$ cat config.mk
export PLATFORM = sky130hd
export DESIGN_NAME = display_arbiter
export DESIGN_NICKNAME = d
export VERILOG_FILES = /design/src/rtl/display_arbiter.sv
export SDC_FILE = /design/constraint.sdc
export NUM_CORES = 1
export LEC_CHECK = 0
export ABC_CLOCK_PERIOD_IN_PS = 7500
export CAP_MARGIN = 15
export CORE_ASPECT_RATIO = 1.25
export CORE_MARGIN = 3
export CORE_UTILIZATION = 35
export DETAILED_ROUTE_END_ITERATION = 12
export GPL_TIMING_DRIVEN = 0
export SLEW_MARGIN = 25
export SYNTH_ARGS = -nofsm -noshare
export SYNTH_HDL_FRONTEND = slang
export SYNTH_SLANG_ARGS = --single-unit
$ cat constraint.sdc
create_clock -name clk_i -period 7.5 [get_ports clk_i]
set_clock_uncertainty 0.1 [all_clocks]
set_input_delay 1.125 -clock clk_i [delete_from_list [all_inputs] [get_ports clk_i]]
set_output_delay 1.125 -clock clk_i [all_outputs]
set_load 0.005 [all_outputs]
$ cat src/rtl/display_arbiter.sv
// Round-robin owner of the shared 4-digit BCD display with a minimum hold time per grant.
// Optional build macro DISPLAY_LEADING_BLANK_EN blanks leading zero digits of the captured word.
module display_arbiter #(
  parameter int          NUM_REQ     = 3,
  parameter int          HOLD_CYCLES = 27000000,
  parameter logic [3:0]  BLANK_CODE  = 4'hF
) (
  input  logic                       clk_i,
  input  logic                       rst_i,
  input  logic [NUM_REQ-1:0]         req_i,
  input  logic [16*NUM_REQ-1:0]      data_i,
  output logic [NUM_REQ-1:0]         gnt_o,
  output logic [$clog2(NUM_REQ)-1:0] owner_o,
  output logic                       busy_o,
  output logic [15:0]                bcd_o
);

  localparam int OW = $clog2(NUM_REQ);
  localparam int CW = $clog2(HOLD_CYCLES + 1);
  localparam logic [CW-1:0]      HOLD_INIT = CW'(HOLD_CYCLES - 1);
  localparam logic [CW-1:0]      CNT_ONE   = CW'(1);
  localparam logic [NUM_REQ-1:0] GNT_ONE   = NUM_REQ'(1);

  typedef enum logic {IDLE, OWN} state_t;

  state_t              state_q;
  logic [NUM_REQ-1:0]  gnt_q;
  logic [OW-1:0]       owner_q;
  logic [OW-1:0]       ptr_q;
  logic                busy_q;
  logic [15:0]         bcd_q;
  logic [CW-1:0]       cnt_q;

  logic [15:0]         word [NUM_REQ];
  logic [NUM_REQ-1:0]  cand_mask;
  logic [OW:0]         pick;
  logic [OW-1:0]       win_idx;
  logic                grant_now;

  // First set bit of mask at or above ptr, wrapping; MSB of result flags a hit.
  function automatic logic [OW:0] rr_pick(input logic [NUM_REQ-1:0] mask,
                                          input logic [OW-1:0] ptr);
    logic [OW:0]   res;
    logic [OW-1:0] idx_v;
    int            idx;
    res = '0;
    for (int i = NUM_REQ - 1; i >= 0; i--) begin
      idx = int'(ptr) + i;
      if (idx >= NUM_REQ) begin
        idx = idx - NUM_REQ;
      end else begin
        idx = idx + 0;
      end
      idx_v = idx[OW-1:0];
      if (mask[idx_v]) begin
        res = {1'b1, idx_v};
      end else begin
        res = res;
      end
    end
    return res;
  endfunction

  // Leading-zero blanking stops at the first nonzero digit; digit 0 always shows.
  function automatic logic [15:0] shape(input logic [15:0] w);
    logic [15:0] r;
    r = w;
`ifdef DISPLAY_LEADING_BLANK_EN
    begin
      logic lead;
      lead = 1'b1;
      for (int n = 3; n >= 1; n--) begin
        if (lead && (w[4*n +: 4] == 4'h0)) begin
          r[4*n +: 4] = BLANK_CODE;
        end else begin
          lead = 1'b0;
        end
      end
    end
`endif
    return r;
  endfunction

  for (genvar k = 0; k < NUM_REQ; k++) begin : g_word
    assign word[k] = data_i[16*k +: 16];
  end

  // Candidate set for the next grant; the current owner never wins its own handoff.
  always_comb begin
    cand_mask = req_i;
    if (state_q == OWN) begin
      cand_mask[owner_q] = 1'b0;
    end else begin
      cand_mask = req_i;
    end
    pick      = rr_pick(cand_mask, ptr_q);
    win_idx   = pick[OW-1:0];
    grant_now = pick[OW] && ((state_q == IDLE) || (cnt_q == '0));
  end

  // Ownership FSM with registered grant, owner, busy and display word.
  always_ff @(posedge clk_i or negedge rst_i) begin
    if (!rst_i) begin
      state_q <= IDLE;
      gnt_q   <= '0;
      owner_q <= '0;
      ptr_q   <= '0;
      busy_q  <= 1'b0;
      bcd_q   <= 16'hFFFF;
      cnt_q   <= '0;
    end else if (grant_now) begin
      state_q <= OWN;
      gnt_q   <= GNT_ONE << win_idx;
      owner_q <= win_idx;
      ptr_q   <= (int'(win_idx) == NUM_REQ - 1) ? '0 : win_idx + OW'(1);
      busy_q  <= 1'b1;
      bcd_q   <= shape(word[win_idx]);
      cnt_q   <= HOLD_INIT;
    end else begin
      case (state_q)
        OWN: begin
          if (cnt_q != '0) begin
            cnt_q <= cnt_q - CNT_ONE;
          end
          if (req_i[owner_q]) begin
            bcd_q <= shape(word[owner_q]);
          end else if (cnt_q == '0) begin
            state_q <= IDLE;
            gnt_q   <= '0;
            busy_q  <= 1'b0;
          end
        end
        IDLE:    state_q <= IDLE;
        default: state_q <= IDLE;
      endcase
    end
  end

  assign gnt_o   = gnt_q;
  assign owner_o = owner_q;
  assign busy_o  = busy_q;
  assign bcd_o   = bcd_q;

endmodule

# Yosys cells after proc, flatten, opt, wreduce, memory -nomap -nowiden
# Index checks and enable logic that the tools add are counted.
op_classes:
  add_sub_neg: 7
  n_lt_le_gt_ge: 10
  eq_ne: 2
  shift: 1
  muxes: 42
  bitwise: 5
  n_reduce_logical: 12
op_table:
  columns: ["cell", "count"]
  rows:
  - ["$mux W16", 7]
  - ["$mux W25", 3]
  - ["$bmux W16 S2", 2]
  - ["$logic_not A25 Y1", 1]
  - ["$reduce_bool A25 Y1", 1]
  - ["$sub A25 B1 Y25 const B", 1]
  - ["$mux W3", 8]
  - ["$lt A2 B3 Y1 const B", 4]
  - ["$mux W1", 12]
  - ["$bmux W1 S2", 4]
  - ["$mux W2", 4]
  - ["$reduce_bool A2 Y1", 4]
  - ["$ge A3 B2 Y1 const B", 2]
  - ["$ge A3 B3 Y1 const B", 2]
  - ["$not A2 Y3", 2]
  - ["$sub A2 B2 Y2 const B", 3]
  - ["$reduce_and A2 Y1", 2]
  - ["$add A2 B1 Y3 const B", 1]
  - ["$add A2 B2 Y3 const B", 1]
  - ["$and A3 B3 Y3", 1]
  - ["$not A3 Y3", 1]
  - ["$reduce_and A3 Y1", 1]
  - ["$shl A1 B2 Y3 const A", 1]
  - ["$add A2 B1 Y2 const B", 1]
  - ["other kinds (9)", 10]
word_totals:
  register_bits: 50
  input_bits: 53
  output_inout_bits: 22
  wordCells: 86

# Longest topological paths before layout
# Gate-level depths: netlist (run 1).
logic_depth:
  word_depth: 17
  mapped_depth: 11
  ltp_nobuf: 8

# Worst setup path before layout (run 1)
# No wires, ideal clock.
synth_timing:
  path_type: "input to register"
  start: "input req_i[2]"
  end: "register gnt_q[0], in the netlist gnt_o[0]"
  setup_time_ns: 0.120
  arrival_ns: 2.711
  required_time_ns: 7.280
  setup_slack_ns: 4.568
  cell_stages: 8
  n_path_buf: 2
  cell_sequence: "nand2_1 -> o21ai_0 -> or4b_1 -> clkbuf_1 -> or2_1 -> clkbuf_1 -> and3_1 -> a31o_2"
synth_via:
  elab_chain_cells: 10
  elab_cells_between_ends: 20
  cone_classes: "1 x eq/ne; 1 x shift; 13 x mux; 1 x bitwise; 4 x reduce/logical"
synth_lines:
  columns: ["element", "line_no", "source"]
  rows:
  - ["from (decl)", "10", "input logic [NUM_REQ-1:0] req_i,"]
  - ["$and A3 B3 Y3 (no line)", null, null]
  - ["$mux W3", "91", "if (state_q == OWN) begin"]
  - ["$bmux W1 S2", "55", "if (mask[idx_v]) begin"]
  - ["$mux W1 (implied by the code)", "55", null]
  - ["$mux W3 (3 in series)", "55", null]
  - ["$logic_and A1 B1 Y1", "98", "grant_now = pick[OW] && ((state_q == IDLE) || (cnt_q == '0));"]
  - ["$ne A2 B2 Y1 (no line) or $reduce_bool A2 Y1 (tied branches)", null, null]
  - ["$reduce_and A3 Y1 (no line)", null, null]
  - ["to (signal assigned)", "113", "gnt_q <= GNT_ONE << win_idx;"]
  - ["to (decl)", "27", "logic [NUM_REQ-1:0] gnt_q;"]
# Several ways; a longest one is shown, not always the timed one. The select of a mux whose other input is x is not followed.
# A chain may end at the register's enable or synchronous reset.

# Worst setup path after layout (run 1)
layout_timing:
  start: "input req_i[0]"
  end: "register bcd_q[14], in the netlist bcd_o[14]"
layout_via:
  elab_chain_cells: 12
  elab_cells_between_ends: 22
  cone_classes: "16 x mux; 2 x bitwise; 4 x reduce/logical"
layout_lines:
  columns: ["element", "line_no", "source"]
  rows:
  - ["$and A3 B3 Y3 (no line)", null, null]
  - ["$mux W3", "91", null]
  - ["$bmux W1 S2", "55", null]
  - ["$mux W1 (implied by the code)", "55", null]
  - ["$mux W3 (3 in series)", "55", null]
  - ["$not A2 Y3 (implied by the code)", "117", "bcd_q <= shape(word[win_idx]);"]
  - ["$bmux W16 S2", "117", null]
  - ["$mux W16 (implied by the code) (2 in series)", "117", null]
  - ["$mux W16", "111", "end else if (grant_now) begin"]
  - ["to (signal assigned)", "117", null]
  - ["to (signal assigned)", "126", "bcd_q <= shape(word[owner_q]);"]
  - ["to (decl)", "31", "logic [15:0] bcd_q;"]
# Several ways; a longest one is shown, not always the timed one. The select of a mux whose other input is x is not followed.

==> results_dict.tcl, run 1 <==
set metrics [dict create \
    outcome "finished, final reports clean" \
    layout-drive-gt1-share_pct 8.230 \
    globalplace.congestion 0.8549 \
    nets 541 \
    grt_max_degree 31 \
    min_period_over_period_pct 47.54 \
    synth_edf_count 0 \
    critPathLaunchType "input pin" \
    grt_overflow 0 \
    yosys_warnings 0 \
    rsz0062_at_grt "false" \
    n_antenna_cell 0 \
    report.final.hold_viol_count 0 \
    tightest_slew_ns 0.7824 \
    cp.arrival_ns 3.68 \
    first_global_vias 3376 \
    cts_htree_levels 2 \
    critPathSlowestCell "a211oi_2" \
    syn_inst 403 \
    fin_setup_tns_ns 0 \
    synth_top_area_cell "dfrtp_1" \
    async_flop_share_pct 100.0 \
    syn_area_sq_mm 0.003322 \
    synthMostInstantiatedCell "a21oi_1" \
    avgSynthCellArea_sq_um 8.243 \
    drt-wirelength-per-cell_um 17.40 \
    power_density_mw_per_mm2 233.8 \
    cts_resized 0 \
    cts_made_buffers 5 \
    path_clk_slew_ns 0.07 \
    netlist_top_cells_count "a21oi_1, nor2_1, dfrtp_1" \
    p_leak_nw 1.604 \
    drc 0 \
    required_ns 7.61 \
    ios 75 \
    area_growth_pct 31.79 \
    clock_latency_ns 0.29 \
    die_x_um 93.14 \
    max_cap_violations 0 \
    slew_headroom_pct 47.84 \
    yosysTopAreaCellShare_pct 25.61 \
    fp.coreArea_sq_mm 0.009174 \
    worstSetupEndpointType "flop" \
    port_buffers 74 \
    grt_pass1_wl_um 17120 \
    cp_cell_sequence "clkdlybuf4s50_1, nand2_1, a211oi_2, or3_1, clkbuf_1, clkbuf_1, o21ai_0, o22ai_1" \
    routed_wl_um 10600 \
    ys_seq_area_share_pct 38.27 \
    drt_iter0_drc 179 \
    clockBufferDepth 2 \
    chipHeight_um 114.9 \
    cts_tree "done" \
    clock_sinks 50 \
    ys.flop_type "dfrtp_1" \
    setup_slack_ns 3.935 \
    antenna_found_initial 0 \
    synthesis.nets 459 \
    ys_ff_latch 50 \
    die_area_sq_mm 0.01070 \
    preCtsSetupSlack_ns 3.655 \
    synthTopCellsByArea "dfrtp_1, dfstp_2, a21oi_1" \
    cts_hold_buf 0 \
    ant_nets 0 \
    period_needed_ns 3.565 \
    row_count 39 \
    track_usage_pct 20.07 \
    initial_core_util_pct 36.21 \
    root_buffer "clkbuf_16" \
    slew_violations 0 \
    cp_common_cell "clkbuf_1" \
    worstSetupPathType "in -> reg" \
    synth_cell_type_count 50 \
    fin_total_pwr_mw 1.024 \
    setup_viol 0 \
    vdd_drop_max_v 0.0001311 \
    crit_fanout 10 \
    slowest_delay_ns 0.69 \
    whs_ns 0.3688 \
    vias 3381 \
    worstHoldPathType "reg -> reg" \
    via_per_inst 5.552 \
    post_cts_buffers 0 \
    firstDrtPassIters 5 \
    dp_hpwl_um 7631 \
    max_clock_freq_mhz 280.5 \
]
## per-layer routing
| metal | share of wire, % | vias to the layer above | global-route usage (%) |
|---|---|---|---|
| met5 | 0 | - | 0 |
| li1 | - | 1650 | - |
| met1 | 43 | 1618 | 24.66 |
| met2 | 49 | 102 | 35.42 |
| met3 | 6.2 | 11 | 4.123 |
| met4 | 1.5 | 0 | 5.963 |
## path summary, 6_finish.rpt
path / start / endpoint / slack [ns] / depth (start not counted)
max: req_i[0] / bcd_o[14]$_DFFE_PN1P_ / 3.93 / 8
min: cnt_q[19]$_DFFE_PN0P_ / cnt_q[19]$_DFFE_PN0P_ / 0.37 / 1
max reg2reg: cnt_q[0]$_DFFE_PN0P_ / gnt_o[0]$_DFFE_PN0P_ / 4.16 / 10
min reg2reg: cnt_q[19]$_DFFE_PN0P_ / cnt_q[19]$_DFFE_PN0P_ / 0.37 / 1
max in group asynchronous: rst_i / bcd_o[9]$_DFFE_PN1P_ / 6.13 / 2
min in group asynchronous: rst_i / gnt_o[0]$_DFFE_PN0P_ / 0.62 / 1
## sequential cells by signal, summed over array words and instances (netlist names)
register  flops
bcd_o        16
busy_o        1
cnt_q        25
gnt_o         3
owner_o       2
ptr_q         2
state_q       1
## cell type report
type / count / area (sq um)
Timing Repair Buffer: 75 / 758.2
Buffer: 31 / 127.6
Fill cell: 907 / 4796
Clock inverter: 2 / 10.01
Inverter: 7 / 26.28
Multi-Input combinational cell: 315 / 1902
Clock buffer: 6 / 128.9
Tap cell: 123 / 153.9
Sequential cell: 50 / 1271
## power breakdown
| group | leakage, nW | switching, mW | total, mW | internal [mW] |
|---|---|---|---|---|
| sequential | 0.563 | 0.0601 | 0.417 | 0.357 |
| clock | 0.0706 | 0.101 | 0.224 | 0.123 |
| combinational | 0.971 | 0.193 | 0.383 | 0.190 |
## cells by family (layout without fill, tap and decap cells)
family / count (synthesis) / count (layout) / share of synthesized area, %
flip-flops: 50 / 50 / 38.27
XOR/XNOR: 8 / 8 / 2.109
AO/OA/AOI/OAI: 139 / 139 / 25.01
AND/OR/NAND/NOR: 147 / 147 / 23.43
buffers and inverters: 38 / 121 / 4.633
multiplexers: 18 / 18 / 5.424
adder cells (fa/ha/maj): 3 / 3 / 1.130
## per-stage QoR
stage | util [%] | instances | area [sq um]
finish | 47.72 | 609 | 4378
global route | 47.72 | 609 | 4378
CTS | 47.67 | 609 | 4373
detailed placement | 46.15 | 601 | 4234
global placement | 45.96 | 600 | 4217
floorplan | - | 403 | 3322
## critical path: cells and delay by family
kind	cells	cell delay, ns
buf+inv	3	1.23
compound gates	3	1.02
simple gates	2	0.30
## cell usage in the layout (no fill, tap or decap), types with 7 or more instances in the layout
master and count:
a211oi_1 18, buf_2 9, o22ai_1 18, clkdlybuf4s50_1 73, a21oi_1 53, dfrtp_1 34, nor3b_1 17, clkbuf_1 21
mux2i_1 18, inv_1 7, nor4_1 8, dfstp_2 16, nor3_1 12, nor2_1 47, o21ai_0 29, nand2_1 24
No activity file was read; power rests on OpenSTA's default activity.
==> run 2: changes to the inputs <==
Settings changed: ABC_CLOCK_PERIOD_IN_PS 7500 to 3300.
Clock period 7.5 ns to 3.3 ns, I/O delays scaled along.
==> run 2 against run 1 <==
Clock power rose by 130%. Wire length increased by 0.52%. Non-clock buffer count is 1 higher. Flip-flop and latch count unchanged. Via count is 0.15% higher. Critical path depth up 3. First-iteration DRC count is 1.7% higher. Register-to-register slack got worse by 4.0 ns. Core utilization grew 0.45 points. Largest cell class unchanged. Highest routed layer unchanged.
==> results_dict.tcl, run 2 (synthesized netlist as in run 1, its figures left out) <==
set metrics [dict create \
    cts_htree_levels 2 \
    hold_path_end "cnt_q[19]$_DFFE_PN0P_" \
    outcome "finished, final reports clean" \
    vias 3386 \
    worstHoldPathType "reg -> reg" \
    clock_sinks 50 \
    ff2ff_setup_slack_ns 0.19 \
    hold_start "cnt_q[19]$_DFFE_PN0P_" \
    layout-drive-gt1-share_pct 8.830 \
    cts_tree "done" \
    port_buffers 74 \
    place_area_sq_mm 0.004234 \
    internal-power_mw 1.524 \
    p_leak_nw 1.611 \
    clockBufferDepth 2 \
    firstDrtPassIters 4 \
    via_per_inst 5.551 \
    p_switching_uw 806.5 \
    hold_depth 1 \
    fin_total_pwr_mw 2.330 \
    use_met2_pct 35.42 \
    pwr-share-clk_pct 21.8 \
    fp.coreArea_sq_mm 0.009174 \
    max_cap_violations 0 \
    slew_headroom_pct 48.01 \
    clock_latency_ns 0.29 \
    drc 0 \
    area_growth_pct 33.03 \
    min_period_over_period_pct 94.32 \
    ant_nets 0 \
    nets 542 \
    top_register "cnt_q" \
    grt_overflow 0 \
    grt_pass1_wl_um 17130 \
    worstReg2RegEnd "bcd_o[9]$_DFFE_PN1P_" \
    worstSetupPathType "reg -> reg" \
    crit_fanout 10 \
    layout_common_cells "clkdlybuf4s50_1, a21oi_1, nor2_1" \
    track_usage_pct 20.08 \
    initial_core_util_pct 36.21 \
    finish.utilization_pct 48.17 \
    power_density_mw_per_mm2 527.3 \
    chipHeight_um 114.9 \
    grtUsageMet1_pct 24.66 \
    routed_wl_um 10650 \
    cts_made_buffers 5 \
    die_x_um 93.14 \
    required_ns 3.40 \
    combinationalPowerShare_pct 37.5 \
    worstSetupEndpointType "flop" \
    vdd_drop_max_v 0.0002972 \
    setup_viol 0 \
    grt_max_degree 31 \
    slew_violations 0 \
    design_area_sq_mm 0.004419 \
    whs_ns 0.3674 \
    fin_setup_tns_ns 0 \
    drt_iter0_drc 182 \
    drt-wirelength-per-cell_um 17.47 \
    tightest_slew_ns 0.7784 \
    row_count 39 \
    largest_reg_flops 25 \
    n_antenna_cell 0 \
    dp_hpwl_um 7631 \
    layout_commonest_cell "clkdlybuf4s50_1" \
    die_area_sq_mm 0.01070 \
    period_needed_ns 3.112 \
    ios 75 \
    switching_share_pct 34.61 \
    met3_usage_pct 4.188 \
    worstRegToRegCells 11 \
    critPathLaunchType "flop" \
    post_cts_buffers 0 \
    r2r_start "cnt_q[0]$_DFFE_PN0P_" \
    report.final.hold_viol_count 0 \
    regArea_sq_mm 0.001271 \
    antenna_found_initial 0 \
    globalplace.congestion 0.8549 \
    max_clock_freq_mhz 321.3 \
    cp.arrival_ns 3.22 \
    multiInputGateArea_sq_mm 0.001916 \
    nFillCells 903 \
    first_global_vias 3373 \
    grt-busiest-layer "met2" \
    root_buffer "clkbuf_16" \
    pwr-share-seq_pct 40.7 \
    path_clk_slew_ns 0.07 \
]
run 2: power groups by stage:
stage	Sequential, mW	Combinational (mW)	Clock (mW)
3_5_place_dp	0.957	0.869	0
2_1_floorplan	0.933	0.486	0
5_1_grt	0.972	0.968	0.544
6_report	0.949	0.873	0.509
4_1_cts	0.946	0.874	0.522
3_3_place_gp	0.947	0.856	0
run 2: repair_timing:
item	in CTS	in global routing
gates resized for setup	1	14
endpoints found under the setup margin	2	34
hold buffers	1	0
hold endpoints to repair	4	0
run 2: worst max-delay path, cell delays in order (launching register included):
cell      delay, ns
dfrtp_1        0.41
inv_1          0.07
ha_1           0.17
or3b_1         0.34
buf_2          0.16
or4_1          0.49
buf_2          0.21
o31a_1         0.37
nor2_2         0.17
buf_4          0.21
clkbuf_4       0.24
o22ai_1        0.09
run 2: metrics by stage:
step | setup WS [ns] | std cells
3_5_place_dp | -0.04437 | 601
4_1_cts | 0.07565 | 610
3_3_place_gp | -0.05465 | 600
6_report | 0.1876 | 610
2_1_floorplan | 0.4132 | 403
5_1_grt | -0.000003997 | 610
run 2: area by class of cell:
| type | instances | area share, % |
|---|---|---|
| tap | 123 | 3.482 |
| clock buffer | 6 | 2.916 |
| multi-input combinational | 315 | 43.35 |
| buffer | 31 | 3.284 |
| sequential | 50 | 28.77 |
| timing repair buffer | 76 | 17.38 |
| clock inverter | 2 | 0.2265 |
| inverter | 7 | 0.5946 |
run 2: worst max-delay path by stage:
stage / end / startpoint / cells past startpoint
3_5_place_dp: gnt_o[0]$_DFFE_PN0P_ / cnt_q[0]$_DFFE_PN0P_ / 10
6_report: bcd_o[9]$_DFFE_PN1P_ / cnt_q[0]$_DFFE_PN0P_ / 11
3_3_place_gp: cnt_q[17]$_DFFE_PN0P_ / rst_i / 1
4_1_cts: bcd_o[9]$_DFFE_PN1P_ / cnt_q[0]$_DFFE_PN0P_ / 11
5_1_grt: bcd_o[9]$_DFFE_PN1P_ / cnt_q[0]$_DFFE_PN0P_ / 11
2_1_floorplan: gnt_o[0]$_DFFE_PN0P_ / cnt_q[0]$_DFFE_PN0P_ / 10
run 2: layer usage:
layer | share of wire [%] | vias to the layer above
li1 | - | 1655
met1 | 43 | 1628
met4 | 0.91 | 0
met5 | 0 | -
met3 | 6.4 | 10
met2 | 50 | 93
==> run 3: changes to the inputs <==
Settings changed: CORE_MARGIN 3 to unset.
==> run 3 against run 2 <==
Wire length is 0.87% lower. Worst hold slack worse by 0.27 ns. Clock power barely moved. Combinational power up 0.5%. Sequential power shrank 0.6%. Non-clock buffer count down 1. Total power shrank 0.15%. Worst setup slack got worse by 0.0025 ns. Clock-buffer cell count is the same. Critical path depth unchanged. Core utilization decreased by 0.15 points. Critical endpoint is now bcd_o[15]$_DFFE_PN1P_.
==> results_dict.tcl, run 3 (synthesized netlist as in run 1, its figures left out) <==
set metrics [dict create \
    first_global_vias 3429 \
    track_usage_pct 21.33 \
    antenna_found_initial 0 \
    die_x_um 89.14 \
    firstDrtPassIters 5 \
    cts_htree_levels 2 \
    min_period_over_period_pct 94.39 \
    area_growth_pct 32.62 \
    ant_nets 0 \
    drt-wirelength-per-cell_um 17.34 \
    port_buffers 74 \
    fp.coreArea_sq_mm 0.009174 \
    cts_resized 1 \
    clock_sinks 50 \
    globalplace.congestion 0.7835 \
    post_cts_buffers 0 \
    critPathLaunchType "flop" \
    cts_hold_buf 0 \
    worstSetupEndpointType "flop" \
    rsz0062_at_grt "true" \
    cts_made_buffers 5 \
    n_antenna_cell 0 \
    nets 541 \
    ff2ff_setup_slack_ns 0.19 \
    largest_reg_flops 25 \
    worstReg2RegEnd "bcd_o[15]$_DFFE_PN1P_" \
    setup_viol 0 \
    layout-drive-gt1-share_pct 8.436 \
    dpl.cell_count 601 \
    top_register "cnt_q" \
    worstHoldPathType "in -> async" \
    drt_iter0_drc 184 \
    tightest_slew_ns 0.9751 \
    path_clk_slew_ns 0.07 \
    worstSetupPathType "reg -> reg" \
    die_area_sq_mm 0.009887 \
    clockBufferDepth 2 \
    cp.arrival_ns 3.23 \
    layout_common_cells "clkdlybuf4s50_1, a21oi_1, nor2_1" \
    clock_latency_ns 0.29 \
    vias 3436 \
    crit_fanout 10 \
    drc 0 \
    slew_headroom_pct 34.49 \
    routed_wl_um 10560 \
    worstRegToRegCells 11 \
    chipHeight_um 110.9 \
    cts_tree "done" \
    ios 75 \
    multiInputGateArea_sq_mm 0.001908 \
    final_cells 609 \
    period_needed_ns 3.115 \
    max_clock_freq_mhz 321.0 \
    nFillCells 904 \
    power_density_mw_per_mm2 528.1 \
    root_buffer "clkbuf_16" \
    required_ns 3.42 \
    dp_hpwl_um 7258 \
    row_count 39 \
    via_per_inst 5.642 \
    grt_max_degree 51 \
    finish.utilization_pct 48.02 \
    outcome "finished, final reports clean" \
    grt_pass1_wl_um 16490 \
    slew_violations 0 \
    regArea_sq_mm 0.001271 \
    grt_overflow 0 \
    report.final.hold_viol_count 0 \
    initial_core_util_pct 36.21 \
    r2r_start "cnt_q[0]$_DFFE_PN0P_" \
    max_cap_violations 0 \
    layout_commonest_cell "clkdlybuf4s50_1" \
    p_leak_nw 1.607 \
    vdd_drop_max_v 0.0003183 \
]
-- run 3: cell count changes in the layout (fill, tap and decap cells not counted), sizes merged --
cell and change:
buf -2, dlygate4sd3 -1, clkbuf +2
-- run 3: layout make-up --
class                           instances  area share, %
Buffer                                 31          3.209
Clock buffer                            6          2.925
Clock inverter                          2         0.2272
Inverter                                7         0.5964
Multi-Input combinational cell        315          43.31
Sequential cell                        50          28.86
Tap cell                              123          3.493
Timing Repair Buffer                   75          17.38
-- run 3: worst max-delay path by stage --
stage | startpoint | end | slack [ns] | cells past startpoint
2_1_floorplan | cnt_q[0]$_DFFE_PN0P_ | gnt_o[0]$_DFFE_PN0P_ | 0.41 | 10
3_3_place_gp | rst_i | cnt_q[3]$_DFFE_PN0P_ | -0.02 | 1
3_5_place_dp | cnt_q[0]$_DFFE_PN0P_ | gnt_o[0]$_DFFE_PN0P_ | 0.008 | 10
4_1_cts | cnt_q[0]$_DFFE_PN0P_ | cnt_q[18]$_DFFE_PN0P_ | 0.11 | 11
5_1_grt | cnt_q[0]$_DFFE_PN0P_ | bcd_o[5]$_DFFE_PN1P_ | -0.03 | 11
6_report | cnt_q[0]$_DFFE_PN0P_ | bcd_o[15]$_DFFE_PN1P_ | 0.19 | 11
-- run 3: layer usage --
layer  vias to the layer above  wire (um)  track usage [%]
met2                       139       5072            36.23
met1                      1635       4683            27.60
met4                         0         78            5.926
li1                       1655          -                -
met5                         -          0                0
met3                         7        727            3.351
-- run 3: through the flow --
step / instance area (sq um) / setup slack, ns / hold WS, ns / setup TNS (ns) / power, mW
floorplan: 3322 / 0.4132 / 0.09941 / 0 / 1.419
global placement: 4217 / -0.02132 / 0.3469 / -0.6038 / 1.801
detailed placement: 4242 / 0.008104 / 0.3639 / 0 / 1.822
CTS: 4383 / 0.1050 / 0.09746 / 0 / 2.337
global route: 4405 / -0.03036 / 0.1065 / -0.1248 / 2.475
finish: 4405 / 0.1851 / 0.09697 / 0 / 2.327
-- run 3: power breakdown --
part | switching, mW | internal, mW | total, mW
clock | 0.227 | 0.279 | 0.506
sequential | 0.132 | 0.811 | 0.943
combinational | 0.444 | 0.433 | 0.877
-- run 3: worst max-delay path, stage by stage (launching register included) --
cell	delay, ns
dfrtp_1	0.42
inv_1	0.07
ha_1	0.17
or3b_1	0.34
buf_2	0.16
or4_1	0.49
buf_2	0.20
o31a_1	0.37
nor2_1	0.18
clkbuf_4	0.25
o21ai_0	0.12
o22ai_1	0.18
